`src/rtl/qif_neuron_array_if.sv`:
```
// Update/result stream bundle for qif_neuron_array: (ch, cur) in, (ch, v, spike) out.
// Both directions are valid/ready; master is the producer of updates.
interface qif_neuron_array_if #(
   parameter int WIDTH     = 8,
   parameter int N_NEURONS = 4
);
   localparam int CH_W = (N_NEURONS > 1) ? $clog2(N_NEURONS) : 1;

   logic                    in_valid;
   logic                    in_ready;
   logic [CH_W-1:0]         in_ch;
   logic signed [WIDTH-1:0] in_cur;
   logic                    out_valid;
   logic                    out_ready;
   logic [CH_W-1:0]         out_ch;
   logic signed [WIDTH-1:0] out_v;
   logic                    out_spike;

   modport master (
      output in_valid, in_ch, in_cur, out_ready,
      input  in_ready, out_valid, out_ch, out_v, out_spike
   );

   modport slave (
      input  in_valid, in_ch, in_cur, out_ready,
      output in_ready, out_valid, out_ch, out_v, out_spike
   );
endinterface

```
`src/rtl/qif_neuron_array.sv`:
```
// Time-multiplexed array of QIF neurons over one squarer+adder datapath; one-cycle latency.
// One-deep output register: in_ready = !out_valid || out_ready. Refractory counters: QIF_REFRAC_EN.
// Purpose: per-channel membrane update; latency 1 cycle; backpressure stalls input while result unread.
module qif_neuron_array #(
   parameter int WIDTH     = 8,
   parameter int N_NEURONS = 4,
   parameter int V_TH      = 50,
   parameter int V_RESET   = -20,
   parameter int I_SHIFT   = 2,
   parameter int A_SHIFT   = 3,
   parameter int REFRAC    = 2
) (
   input logic              clk,
   input logic              rst_n,
   qif_neuron_array_if.slave bus
);
   localparam int CH_W = (N_NEURONS > 1) ? $clog2(N_NEURONS) : 1;
   localparam int SW   = 2 * WIDTH + 2;

   localparam logic signed [WIDTH-1:0] V_TH_W    = V_TH[WIDTH-1:0];
   localparam logic signed [WIDTH-1:0] V_RESET_W = V_RESET[WIDTH-1:0];
   localparam logic [CH_W:0]           N_CMP     = N_NEURONS[CH_W:0];

   localparam logic signed [SW-1:0] SAT_HI = {{(SW-WIDTH+1){1'b0}}, {(WIDTH-1){1'b1}}};
   localparam logic signed [SW-1:0] SAT_LO = {{(SW-WIDTH+1){1'b1}}, {(WIDTH-1){1'b0}}};
   localparam logic signed [WIDTH-1:0] V_MAX = {1'b0, {(WIDTH-1){1'b1}}};
   localparam logic signed [WIDTH-1:0] V_MIN = {1'b1, {(WIDTH-1){1'b0}}};

   logic signed [WIDTH-1:0] v_mem [N_NEURONS];

   logic                      accept;
   logic                      ch_ok;
   logic signed [WIDTH-1:0]   v_cur;
   logic signed [WIDTH-1:0]   cur_sh;
   logic signed [WIDTH-1:0]   v_sh;
   logic signed [2*WIDTH-1:0] v_sq;
   logic signed [SW-1:0]      sum;
   logic signed [WIDTH-1:0]   v_int;
   logic signed [WIDTH-1:0]   v_next;
   logic                      spike_next;

   assign bus.in_ready = !bus.out_valid || bus.out_ready;
   assign accept       = bus.in_valid && bus.in_ready;
   // Out-of-range channels are swallowed: accepted, but no state or result update.
   assign ch_ok        = ({1'b0, bus.in_ch} < N_CMP);
   assign v_cur        = v_mem[bus.in_ch];

   assign cur_sh = bus.in_cur >>> I_SHIFT;
   assign v_sh   = v_cur >>> A_SHIFT;
   assign v_sq   = v_sh * v_sh;
   assign sum    = {{(SW-WIDTH){v_cur[WIDTH-1]}}, v_cur}
                 + {{(SW-WIDTH){cur_sh[WIDTH-1]}}, cur_sh}
                 + {{(SW-2*WIDTH){v_sq[2*WIDTH-1]}}, v_sq};

   always_comb begin
      v_int = sum[WIDTH-1:0];
      if (sum > SAT_HI) begin
         v_int = V_MAX;
      end else if (sum < SAT_LO) begin
         v_int = V_MIN;
      end
   end

`ifdef QIF_REFRAC_EN
   localparam logic [3:0] REFRAC_W = REFRAC[3:0];

   logic [3:0] r_mem [N_NEURONS];
   logic [3:0] r_cur;
   logic [3:0] r_next;

   assign r_cur = r_mem[bus.in_ch];

   always_comb begin
      v_next     = v_int;
      spike_next = 1'b0;
      r_next     = r_cur;
      if (v_cur >= V_TH_W) begin
         v_next     = V_RESET_W;
         spike_next = 1'b1;
         r_next     = REFRAC_W;
      end else if (r_cur != 4'd0) begin
         // Refractory: the incoming current is consumed but has no effect.
         v_next = V_RESET_W;
         r_next = r_cur - 4'd1;
      end
   end

   always_ff @(posedge clk or negedge rst_n) begin
      if (!rst_n) begin
         for (int i = 0; i < N_NEURONS; i++) begin
            r_mem[i] <= '0;
         end
      end else if (accept && ch_ok) begin
         r_mem[bus.in_ch] <= r_next;
      end
   end
`else
   logic [3:0] refrac_unused;
   assign refrac_unused = REFRAC[3:0];

   always_comb begin
      v_next     = v_int;
      spike_next = 1'b0;
      if (v_cur >= V_TH_W) begin
         v_next     = V_RESET_W;
         spike_next = 1'b1;
      end
   end
`endif

   // State is written on the accept edge, so a same-channel update on the next cycle sees it.
   always_ff @(posedge clk or negedge rst_n) begin
      if (!rst_n) begin
         for (int i = 0; i < N_NEURONS; i++) begin
            v_mem[i] <= '0;
         end
         bus.out_valid <= 1'b0;
         bus.out_ch    <= '0;
         bus.out_v     <= '0;
         bus.out_spike <= 1'b0;
      end else begin
         if (accept && ch_ok) begin
            v_mem[bus.in_ch] <= v_next;
            bus.out_valid    <= 1'b1;
            bus.out_ch       <= bus.in_ch;
            bus.out_v        <= v_next;
            bus.out_spike    <= spike_next;
         end else if (bus.out_ready) begin
            bus.out_valid <= 1'b0;
         end
      end
   end
endmodule

```
`src/flat_wrapper.sv`:
```
// flat-port wrapper written by rule: the top's interface ports become plain ports
module qif_neuron_array_flat 
#(
   parameter int WIDTH     = 8,
   parameter int N_NEURONS = 4,
   parameter int V_TH      = 50,
   parameter int V_RESET   = -20,
   parameter int I_SHIFT   = 2,
   parameter int A_SHIFT   = 3,
   parameter int REFRAC    = 2
)
  (clk, rst_n, bus_in_valid, bus_in_ch, bus_in_cur, bus_out_ready, bus_in_ready, bus_out_valid, bus_out_ch, bus_out_v, bus_out_spike);
  qif_neuron_array_if #(.WIDTH(WIDTH), .N_NEURONS(N_NEURONS)) bus_i ();
  input logic clk;
  input logic rst_n;
  input wire logic [$bits(bus_i.in_valid)-1:0] bus_in_valid;
  input wire logic [$bits(bus_i.in_ch)-1:0] bus_in_ch;
  input wire logic [$bits(bus_i.in_cur)-1:0] bus_in_cur;
  input wire logic [$bits(bus_i.out_ready)-1:0] bus_out_ready;
  output wire logic [$bits(bus_i.in_ready)-1:0] bus_in_ready;
  output wire logic [$bits(bus_i.out_valid)-1:0] bus_out_valid;
  output wire logic [$bits(bus_i.out_ch)-1:0] bus_out_ch;
  output wire logic [$bits(bus_i.out_v)-1:0] bus_out_v;
  output wire logic [$bits(bus_i.out_spike)-1:0] bus_out_spike;
  assign bus_i.in_valid = bus_in_valid;
  assign bus_i.in_ch = bus_in_ch;
  assign bus_i.in_cur = bus_in_cur;
  assign bus_i.out_ready = bus_out_ready;
  assign bus_in_ready = bus_i.in_ready;
  assign bus_out_valid = bus_i.out_valid;
  assign bus_out_ch = bus_i.out_ch;
  assign bus_out_v = bus_i.out_v;
  assign bus_out_spike = bus_i.out_spike;
  qif_neuron_array #(.WIDTH(WIDTH), .N_NEURONS(N_NEURONS), .V_TH(V_TH), .V_RESET(V_RESET), .I_SHIFT(I_SHIFT), .A_SHIFT(A_SHIFT), .REFRAC(REFRAC)) u_core (.clk(clk), .rst_n(rst_n), .bus(bus_i));
endmodule
```
`config.mk`:
```
export PLATFORM = sky130hd
export DESIGN_NAME = qif_neuron_array_flat
export DESIGN_NICKNAME = d
export VERILOG_FILES = /design/src/rtl/qif_neuron_array_if.sv /design/src/rtl/qif_neuron_array.sv /design/src/flat_wrapper.sv
export SDC_FILE = /design/constraint.sdc
export NUM_CORES = 1
export LEC_CHECK = 0
export ABC_AREA = 1
export CAP_MARGIN = 10
export CORE_UTILIZATION = 30
export CTS_BUF_LIST = sky130_fd_sc_hd__clkbuf_2
export CTS_CLUSTER_SIZE = 10
export DETAILED_ROUTE_END_ITERATION = 7
export PLACE_DENSITY = 0.57
export SETUP_SLACK_MARGIN = 0.1
export SLEW_MARGIN = 20
export SYNTH_ARGS = -nofsm -noshare
export SYNTH_HDL_FRONTEND = slang
export SYNTH_SLANG_ARGS = --single-unit
```
`constraint.sdc`:
```
create_clock -name clk -period 11.7 [get_ports clk]
set_clock_uncertainty 0.1 [all_clocks]
set_input_delay 2.34 -clock clk [delete_from_list [all_inputs] [get_ports clk]]
set_output_delay 2.34 -clock clk [all_outputs]
set_load 0.03 [all_outputs]
```
Yosys cells after proc, flatten, opt, wreduce, memory -nomap -nowiden
Index checks and enable logic that the tools add are counted.
- output and inout bits: 13
- register bits: 44
- magnitude comparators: 5
- multiplexer cells: 12
- reduce and logical (&&, ||, !) cells: 5
- add/sub/neg operators: 2
- bitwise operators: 1
- $mul: 1
- operator list (operator ; number):
    $mux 8 ; 6
    $bwmux 32 ; 1
    $add 18x18->18 ; 1
    $gt 18x8->1 const B ; 1
    $lt 18x8->1 const B ; 1
    $bmux 8 s2 ; 1
    $demux 8 s2 ; 1
    $mul 5x5->10 ; 1
    $add 8x6->9 ; 1
    $ge 8x7->1 const B ; 1
    $ge 3x3->1 const B ; 1
    $lt 3x1->1 const B ; 1
    $mux 1 ; 3
    $not 2->3 ; 1
    $logic_and 1x1->1 ; 2
    $reduce_bool 2->1 ; 1
    $logic_not 1->1 ; 1
    $logic_or 1x1->1 ; 1

Longest topological paths before layout
Gate-level depths: netlist of the first run.
- word-level depth: 11
- gate-level depth with buffers: 37
- gate-level depth less buffers: 37

Worst setup path before layout of the first run
No wires, ideal clock.
- path type: input-to-reg
- from: in bus_in_ch[0]
- to: reg u_core.bus.out_v[2]
- arrival: 7.323 ns
- path slack: 4.159 ns
- stages: 32
- library setup time: 0.118 ns
- path buffers: 0
- cells stage by stage: nor2_2 inv_2 o22ai_1 a21oi_1 o21ai_2 inv_2 nor2_1 inv_1 fa_1 inv_1 fa_1 inv_1 fa_1 inv_1 fa_1 nand3_1 nand2_1 nand2_1 nand2_1 a21oi_1 xor3_1 ha_1 inv_1 nor2_1 nand2_1 nand2_2 nor2_1 nand3_1 a21oi_4 nand2_4 nand2_1 nand2_1
- word-level cells in the longest chain between the ends: 10
- RTL lines (item ; RTL line ; text):
    start, declared ; flat_wrapper.sv:17 ; input wire logic [$bits(bus_i.in_ch)-1:0] bus_in_ch;
    $not 2->3 (implied by the code) (*) ; qif_neuron_array.sv:46 ; assign v_cur = v_mem[bus.in_ch];
    $bmux 8 s2 (*) ; qif_neuron_array.sv:46 ;
    $mux 8 (implied by the code) (*) (2 in a row) ; qif_neuron_array.sv:46 ;
    $mul 5x5->10 / $add 8x6->9 (equally long branches) ; qif_neuron_array.sv:50, qif_neuron_array.sv:52 ;
    $add 18x18->18 ; qif_neuron_array.sv:53 ; + {{(SW-2*WIDTH){v_sq[2*WIDTH-1]}}, v_sq};
    $lt 18x8->1 ; qif_neuron_array.sv:59 ; end else if (sum < SAT_LO) begin
    $mux 8 ; qif_neuron_array.sv:59 ;
    $mux 8 ; qif_neuron_array.sv:57 ; if (sum > SAT_HI) begin
    $mux 8 (*) ; qif_neuron_array.sv:104 ; if (v_cur >= V_TH_W) begin
    end signal, assigned ; qif_neuron_array.sv:126 ; bus.out_v <= v_next;
    end, declared ; qif_neuron_array_if.sv:26 ; output in_ready, out_valid, out_ch, out_v, out_spike
Every way passes the cells marked *; elsewhere a longest branch is shown, timed or not. The select of a mux whose other input is x is not followed.
A chain may end at the register's enable or synchronous reset.

Final worst setup path of the first run
- from: in bus_in_ch[0]
- to: reg u_core.v_mem[29] (netlist bit)
- word-level cells in the longest chain between the ends: 11
- RTL lines (item ; RTL line ; text):
    $not 2->3 (implied by the code) (*) ; qif_neuron_array.sv:46, qif_neuron_array.sv:123 ;
    $bmux 8 s2 ; qif_neuron_array.sv:46 ;
    $mux 8 (implied by the code) (2 in a row) ; qif_neuron_array.sv:46 ;
    $mul 5x5->10 / $add 8x6->9 (equally long branches) ; qif_neuron_array.sv:50, qif_neuron_array.sv:52 ;
    $add 18x18->18 ; qif_neuron_array.sv:53 ;
    $lt 18x8->1 ; qif_neuron_array.sv:59 ;
    $mux 8 ; qif_neuron_array.sv:59 ;
    $mux 8 ; qif_neuron_array.sv:57 ;
    $mux 8 ; qif_neuron_array.sv:104 ;
    $bwmux 32 (*) ; qif_neuron_array.sv:123 ; v_mem[bus.in_ch] <= v_next;
    end signal, assigned by index ; qif_neuron_array.sv:123 ;
    end, declared ; qif_neuron_array.sv:29 ; logic signed [WIDTH-1:0] v_mem [N_NEURONS];
Marked as above.

==> impl_metrics.csv, run 1 <==
group,metric,value,unit
yosys,ys_types,29,
floorplanning,std_cell_rows,39,
grt,grt_max_degree,45,
clock_tree,post_cts_buffers,0,
timing,rsz0062_at_grt,"false",
clock_tree,cts-root-buf,"clkbuf_2",
timing,timing.final.crit_share,72.56,%
final_layout,multi_input_area,2181,um2
yosys,synth_nets,550,
yosys,syn_inst,493,
clock_tree,clkTransAtPathRegs,210,ps
timing,setup_tns,0,ps
critical_path,required,11930,ps
route,ant_nets,0,
clock_tree,cts_sinks,44,
run_status,outcome,"finished, violations left",
clock_tree,insertion_delay,400,ps
route,routedWlPerCell,12.24,um
place,dp_hpwl,6376,um
critical_path,path_class,"input port to register",
timing,slew_headroom,56.49,%
clock_tree,post_cts_resized,0,
floorplanning,fp.dieH,111.0,um
run_status,violations,"DRC",
timing,tightest_slew,650.2,ps
clock_tree,clk_path_buf_depth,2,
clock_tree,postCtsHoldBufs,0,
route,drt-pass1-iter-count,6,
timing,finalSetupViolCount,0,
critical_path,worst_path_most_repeated_cell,"nand2_1",
yosys,synth-seq-cells,44,
final_layout,drive_gt1_share,5.725,%
grt,grt_use_total,13.66,%
clock_tree,cts_buffers,5,
route,drc,2,
timing,min_period,8490,ps
yosys,avgSynthCellArea,7.236,um2
final_layout,fillers,1236,
run,maxCapViolCount,0,
grt,grt_pass1_vias,2836,
floorplanning,die_area,12330,um2
critical_path,cp-end-kind,"register",
final_layout,fin_util,34.90,%
yosys,synth-seq-area-share,30.87,%
floorplanning,start_util,30.98,%
place,gp_congestion,0.8015,
clock_tree,htree_levels,2,
grt,grt_pass1_wl,13550,um
floorplanning,fp.dieW,111.0,um
final_layout,area_delta_synth_final,12.66,%
critical_path,cp_slowest_stage_delay,510,ps
worst_hold_path,min_path_type,"register to register",
final_layout,n_antenna_cell,0,
timing,drv_slew,0,
timing,hold_viol,0,
final_layout,nets,580,
critical_path,cp-start-kind,"input port",
route,dr_total_vias,3021,
critical_path,cpMaxStageDelayCell,"clkdlybuf4s50_1",
clock_tree,cts_tree,"built",
final_layout,ff_latch_area,1101,um2
timing,fmax,0.1178,GHz
route,wirelength,8165,um
route,viasPerCell,4.529,
critical_path,cp.arrival,8720,ps
place,port_buffers,24,
yosys,synth.cell_area,3567,um2
floorplanning,io_pins,27,
critical_path,crit_fanout,8,
grt,antenna_found_initial,0,
route,drt_iter0_drc,147,
grt,grt_overflow,0,
yosys,synth_warnings,0,
floorplanning,core_area,11520,um2
cell families after synthesis:
family	Yosys count	share of synthesized area, %
xor+xnor	19	5.086
simple gates	277	32.20
flops	44	30.87
fa+ha+maj	43	17.82
buf+inv	76	7.997
compound gates	34	6.033
worst max-delay path: cells and delay by family:
family / cells / cell delay, ps
AND/OR/NAND/NOR: 14 / 1670
XOR/XNOR: 1 / 400
AO/OA/AOI/OAI: 5 / 940
buffers and inverters: 8 / 1100
adder cells (fa/ha/maj): 5 / 2270
stage by stage:
step | area (um2) | std cells | setup WS [ps] | hold slack [ps]
after global placement | 3978 | 659 | 2821 | 364.2
after detailed placement | 3978 | 659 | 2731 | 365.5
after floorplan | 3567 | 493 | 4159 | 348.8
after global routing | 4019 | 667 | 2673 | 433.7
final | 4019 | 667 | 3210 | 409.7
after CTS | 4016 | 667 | 3172 | 412.0
cell usage in the layout, fill, tap and decap left out:
| cell | count |
|---|---|
| a21oi_1 | 13 |
| a21oi_4 | 2 |
| a22o_1 | 1 |
| a22oi_1 | 2 |
| a31oi_1 | 3 |
| buf_4 | 1 |
| clkbuf_2 | 7 |
| clkdlybuf4s50_1 | 23 |
| clkinv_1 | 2 |
| dfrtp_1 | 44 |
| fa_1 | 13 |
| ha_1 | 30 |
| inv_1 | 67 |
| inv_2 | 7 |
| nand2_1 | 206 |
| nand2_2 | 3 |
| nand2_4 | 5 |
| nand3_1 | 26 |
| nand3b_1 | 1 |
| nand4_1 | 1 |
| nor2_1 | 31 |
| nor2_2 | 2 |
| nor2_4 | 1 |
| nor3_4 | 1 |
| o21ai_0 | 9 |
| o21ai_2 | 1 |
| o21bai_1 | 2 |
| o22ai_1 | 1 |
| xnor2_1 | 8 |
| xor2_1 | 10 |
| xor3_1 | 1 |
cell usage after synthesis, drive strengths merged:
cell / instances / area share [%]
nand2: 214 / 24
inv: 74 / 7.8
dfrtp: 44 / 31
nor2: 34 / 3.9
ha: 30 / 11
nand3: 26 / 3.6
a21oi: 15 / 2.7
fa: 13 / 7.3
o21ai: 10 / 1.5
xor2: 10 / 2.5
xnor2: 8 / 2.0
a31oi: 3 / 0.53
a22oi: 2 / 0.42
o21bai: 2 / 0.42
a22o: 1 / 0.25
clkbuf: 1 / 0.11
clkinv: 1 / 0.11
nand3b: 1 / 0.21
nand4: 1 / 0.18
nor3: 1 / 0.46
o22ai: 1 / 0.18
xor3: 1 / 0.67
worst paths after layout:
path                                        from               end  slack (ps)  cells past startpoint
worst max register to register  u_core.v_mem[23]  u_core.v_mem[29]        5630                     31
worst min register to register   u_core.v_mem[2]   u_core.v_mem[2]         410                      2
max in group asynchronous                  rst_n   u_core.v_mem[7]        9330                      1
worst min-delay path             u_core.v_mem[2]   u_core.v_mem[2]         410                      2
worst max-delay path                bus_in_ch[0]  u_core.v_mem[29]        3210                     33
min in group asynchronous                  rst_n  u_core.v_mem[28]        1780                      1
routing by layer:
metal / up-vias / global-route usage, % / wire length, um
met5: - / 0 / 0
met4: 0 / 2.973 / 76
met3: 5 / 1.531 / 384
met2: 58 / 22.35 / 3807
met1: 1379 / 19.42 / 3897
li1: 1579 / - / -
final cells by class:
type	count	share of cell area (%)
Clock buffer	7	0.8717
Clock inverter	1	0.09340
Inverter	75	7.005
Multi-Input combinational cell	373	54.27
Sequential cell	44	27.40
Tap cell	143	4.452
Timing Repair Buffer	24	5.915
state kept, by name (all words and copies together), names as in the netlist:
signal	cells
u_core.bus.out_valid	1
u_core.bus.out_ch	2
u_core.v_mem	32
u_core.bus.out_v	8
u_core.bus.out_spike	1
Power of run 1 is left out: the tool's default activity adds up to more than one toggle a clock period on the data nets, which glitch-free logic cannot reach.
==> run 2, diff against run 1 <==
--- a/config.mk
+++ b/config.mk
@@ -11,7 +11,7 @@
 export CTS_BUF_LIST = sky130_fd_sc_hd__clkbuf_2
 export CTS_CLUSTER_SIZE = 10
 export DETAILED_ROUTE_END_ITERATION = 7
-export PLACE_DENSITY = 0.57
+export PLACE_DENSITY = 0.58
 export SETUP_SLACK_MARGIN = 0.1
 export SLEW_MARGIN = 20
 export SYNTH_ARGS = -nofsm -noshare
==> constraint.sdc (replaced) <==
create_clock -name clk -period 7.4 [get_ports clk]
set_clock_uncertainty 0.1 [all_clocks]
set_input_delay 1.48 -clock clk [delete_from_list [all_inputs] [get_ports clk]]
set_output_delay 1.48 -clock clk [all_outputs]
set_load 0.03 [all_outputs]
==> impl_metrics.csv, run 2 (same netlist as run 1, synthesis figures left out) <==
group,metric,value,unit
run_status,outcome,"finished, violations left",
run_status,violations,"DRC",
floorplanning,die_area,12330,um2
place,dp.cells,697,
grt,grt_max_degree,45,
critical_path,cp.depth,34,
floorplanning,io_pins,27,
floorplanning,std_cell_rows,39,
critical_path,cp-start-kind,"input port",
clock_tree,postCtsHoldBufs,0,
final_layout,layout_commonest_cell,"nand2_1",
route,dr_total_vias,3177,
clock_tree,insertion_delay,410,ps
critical_path,worst_path_most_repeated_cell,"nand2_1",
grt,grt_overflow,0,
grt,grt_pass1_wl,14650,um
grt,grt_use_total,14.62,%
route,drt_iter0_drc,158,
grt,grt_busiest_layer,"met2",
clock_tree,cts_tree,"built",
final_layout,area_delta_synth_final,21.36,%
final_layout,fin_cells,705,
timing,rsz0062_at_grt,"false",
timing,setup_slack,635.2,ps
critical_path,cp.arrival,6980,ps
clock_tree,post_cts_resized,0,
route,ant_nets,0,
floorplanning,start_util,30.98,%
route,routedWlPerCell,12.00,um
timing,slew_headroom,58.39,%
timing,min_period,6765,ps
critical_path,crit_fanout,5,
final_layout,layout_common_cells,"nand2_1 (206), inv_1 (67), dfrtp_1 (44)",
critical_path,crit_family,"adder cells",
route,viasPerCell,4.506,
clock_tree,post_cts_buffers,0,
timing,fmax,0.1478,GHz
clock_tree,cts-root-buf,"clkbuf_2",
floorplanning,fp.dieH,111.0,um
place,dp_hpwl,6635,um
final_layout,fillers,1211,
clock_tree,cts_sinks,44,
critical_path,worst-path-buf-inv,10,
final_layout,largest_reg_flops,32,
final_layout,n_antenna_cell,0,
critical_path,cp-end-kind,"register",
grt,grt_pass1_vias,3119,
critical_path,cp_slowest_stage_delay,510,ps
timing,timing.final.crit_share,91.42,%
critical_path,ff2ff_path_depth,32,
final_layout,top_regs,"u_core.v_mem x32, u_core.bus.out_v x8, u_core.bus.out_ch x2",
critical_path,cpMaxStageDelayCell,"fa_1",
clock_tree,clk_path_buf_depth,2,
route,wirelength,8459,um
grt,use_met1,21.14,%
worst_hold_path,min_path_type,"register to register",
clock_tree,clkTransAtPathRegs,200,ps
final_layout,nets,618,
floorplanning,core_area,11520,um2
final_layout,drive_gt1_share,12.28,%
worst_hold_path,whs_path_depth,2,
timing,tightest_slew,621.9,ps
timing,hold_viol,0,
place,dp_slack,-220.0,ps
place,gp_congestion,0.8078,
floorplanning,fp.dieW,111.0,um
timing,drv_slew,0,
grt,use_met3,1.422,%
critical_path,path_class,"input port to register",
timing,finalSetupViolCount,0,
place,port_buffers,24,
grt,antenna_found_initial,0,
critical_path,required,7610,ps
grt,grt_util_met2,23.40,%
timing,setup_tns,0,ps
final_layout,largest-register,"u_core.v_mem",
run,maxCapViolCount,0,
route,drc,5,
clock_tree,cts_buffers,5,
route,drt-pass1-iter-count,6,
clock_tree,htree_levels,2,
==> run 2: cell types whose count changed in the layout (fill, tap and decap cells not counted), sizes merged <==
cell / change
buf: +38
dlymetal6s2s: +2
clkdlybuf4s50: -2
==> run 2: tightest hold or removal path, cell delays in order, from the launching register on <==
cell and delay (ps):
dfrtp_1 390, nand2_1 50, nand2_1 50
==> run 2: final timing paths <==
check                                 start                    to  slack [ps]
min in group asynchronous             rst_n      u_core.v_mem[28]         920
hold / removal             u_core.v_mem[19]      u_core.v_mem[19]         410
setup reg to reg           u_core.v_mem[23]   u_core.bus.out_v[1]        1690
hold reg to reg            u_core.v_mem[19]      u_core.v_mem[19]         410
setup / recovery               bus_in_ch[1]   u_core.bus.out_v[1]         640
max in group asynchronous             rst_n  u_core.bus.out_ch[0]        5870
==> run 2: routing by layer <==
layer  vias to the layer above  share of wire [%]
met2                        55                 45
met5                         -                  0
li1                       1651                  -
met1                      1464                 50
met4                         0                1.4
met3                         7                3.1
==> run 2: area by class of cell <==
type | count | area (um2) | share of cell area [%]
well taps | 143 | 178.9 | 4.133
repair buffers | 62 | 540.5 | 12.49
inverters | 75 | 281.5 | 6.503
multi-input cells | 373 | 2188 | 50.55
flip-flops and latches | 44 | 1101 | 25.43
clock inverters | 1 | 3.754 | 0.08671
clock buffers | 7 | 35.03 | 0.8092
==> run 2: metrics by stage <==
stage	cell area [um2]	hold WS, ps	utilization, %
final	4329	408.0	37.59
after global routing	4329	430.1	37.59
after CTS	4314	413.7	37.46
after detailed placement	4275	365.1	37.13
after global placement	4275	363.2	37.13
after floorplan	3567	348.8	-
Power of run 2 is left out for the same reason.
==> run 3, diff against run 2 <==
--- a/config.mk
+++ b/config.mk
@@ -11,6 +11,7 @@
 export CTS_BUF_LIST = sky130_fd_sc_hd__clkbuf_2
 export CTS_CLUSTER_SIZE = 10
 export DETAILED_ROUTE_END_ITERATION = 7
+export MAX_ROUTING_LAYER = met4
 export PLACE_DENSITY = 0.58
 export SETUP_SLACK_MARGIN = 0.1
 export SLEW_MARGIN = 20
==> impl_metrics.csv, run 3 (same netlist as run 1, synthesis figures left out) <==
group,metric,value,unit
floorplanning,fp.dieW,111.0,um
clock_tree,cts_sinks,44,
route,drt-pass1-iter-count,6,
clock_tree,post_cts_buffers,0,
route,wirelength,8518,um
place,port_buffers,24,
timing,hold_viol,0,
route,drc,5,
grt,grt_pass1_wl,14660,um
timing,timing.final.crit_share,91.53,%
floorplanning,start_util,30.98,%
grt,use_met3,1.422,%
critical_path,cp-end-kind,"register",
critical_path,r2r-end,"u_core.bus.out_v[1]",
floorplanning,core_area,11520,um2
timing,drv_slew,0,
final_layout,layout_common_cells,"nand2_1 (206), inv_1 (67), dfrtp_1 (44)",
clock_tree,clk_path_buf_depth,2,
timing,tightest_slew,616.7,ps
route,drt_iter0_drc,178,
run_status,outcome,"finished, violations left",
place,dp_hpwl,6635,um
route,viasPerCell,4.532,
floorplanning,io_pins,27,
clock_tree,insertion_delay,400,ps
place,gp_congestion,0.8196,
critical_path,required,7610,ps
grt,grt_max_degree,45,
final_layout,largest-register,"u_core.v_mem",
grt,grt_pass1_vias,3117,
clock_tree,cts_tree,"built",
route,routedWlPerCell,12.08,um
final_layout,nets,618,
worst_hold_path,min_path_type,"register to register",
run,maxCapViolCount,0,
critical_path,crit_fanout,5,
timing,slew_headroom,58.73,%
grt,grt_busiest_layer,"met2",
timing,fmax,0.1476,GHz
clock_tree,cts_buffers,5,
clock_tree,clkTransAtPathRegs,210,ps
run_status,violations,"DRC",
critical_path,ff2ff_path_depth,32,
final_layout,area_delta_synth_final,21.36,%
critical_path,cpMaxStageDelayCell,"fa_1",
critical_path,cp.arrival,6980,ps
route,dr_total_vias,3195,
final_layout,layout_commonest_cell,"nand2_1",
grt,grt_overflow,0,
worst_hold_path,worst_hold_startpoint,"u_core.v_mem[26]",
route,ant_nets,0,
critical_path,cp-start-kind,"input port",
grt,grt_use_total,15.05,%
timing,min_period,6774,ps
floorplanning,std_cell_rows,39,
critical_path,worst_path_most_repeated_cell,"nand2_1",
timing,finalSetupViolCount,0,
final_layout,drive_gt1_share,12.28,%
critical_path,path_class,"input port to register",
timing,rsz0062_at_grt,"false",
critical_path,reg2reg_slack,1680,ps
clock_tree,htree_levels,2,
timing,setup_tns,0,ps
grt,antenna_found_initial,0,
final_layout,top_regs,"u_core.v_mem x32, u_core.bus.out_v x8, u_core.bus.out_ch x2",
clock_tree,cts-root-buf,"clkbuf_2",
final_layout,largest_reg_flops,32,
floorplanning,fp.dieH,111.0,um
critical_path,cp_slowest_stage_delay,510,ps
grt,use_met1,21.17,%
floorplanning,die_area,12330,um2
critical_path,r2r_start,"u_core.v_mem[23]",
final_layout,n_antenna_cell,0,
worst_hold_path,whs_path_depth,2,
grt,grt_util_met2,23.40,%
worst_hold_path,hold_end,"u_core.v_mem[26]",
==> run 3: critical path, delay by kind of cell <==
family,cells,cell delay (ps)
AOI/OAI and AO/OA,6,880
adders and majority gates,5,2050
xor gates and xnor gates,1,280
buffers and inverters,10,920
and+or+nand+nor,12,1360
==> run 3: through the flow <==
stage	std cells	area, um2	utilization, %	worst slack (ps)	hold slack [ps]
floorplan	493	3567	-	719.2	348.8
global placement	697	4275	37.13	-162.1	363.2
detailed placement	697	4275	37.13	-220.0	365.1
CTS	705	4314	37.46	199.9	413.7
global route	705	4329	37.59	160.6	430.1
finish	705	4329	37.59	626.5	407.2
==> run 3: timing repair <==
action / in CTS / in global routing
endpoints found under the setup margin: 0 / 40
resized for setup: 0 / 4
hold buffers: 0 / 0
hold endpoints to repair: 0 / 0
==> run 3: area by class of cell <==
class,count,area [um2]
repair buffers,62,540.5
multi-input cells,373,2188
clock buffers,7,35.03
well taps,143,178.9
inverters,75,281.5
flip-flops and latches,44,1101
fillers,1211,7187
clock inverters,1,3.754
==> run 3: layer usage <==
metal  wire length, um  vias to the layer above
li1                  -                     1652
met1              4319                     1484
met2              3792                       52
met3               284                        7
met4               123                        0
met5                 0                        -
==> run 3: worst max-delay path by stage <==
stage	startpoint	end	slack (ps)	cells after the start
after floorplan	bus_in_ch[0]	u_core.bus.out_v[2]	720	32
after global placement	bus_in_ch[0]	u_core.v_mem[17]	-160	34
after detailed placement	bus_in_ch[0]	u_core.bus.out_v[1]	-220	34
after CTS	bus_in_ch[0]	u_core.bus.out_v[1]	200	34
after global routing	bus_in_ch[1]	u_core.v_mem[21]	160	36
final	bus_in_ch[1]	u_core.bus.out_v[1]	630	34
Power of run 3 is left out for the same reason.
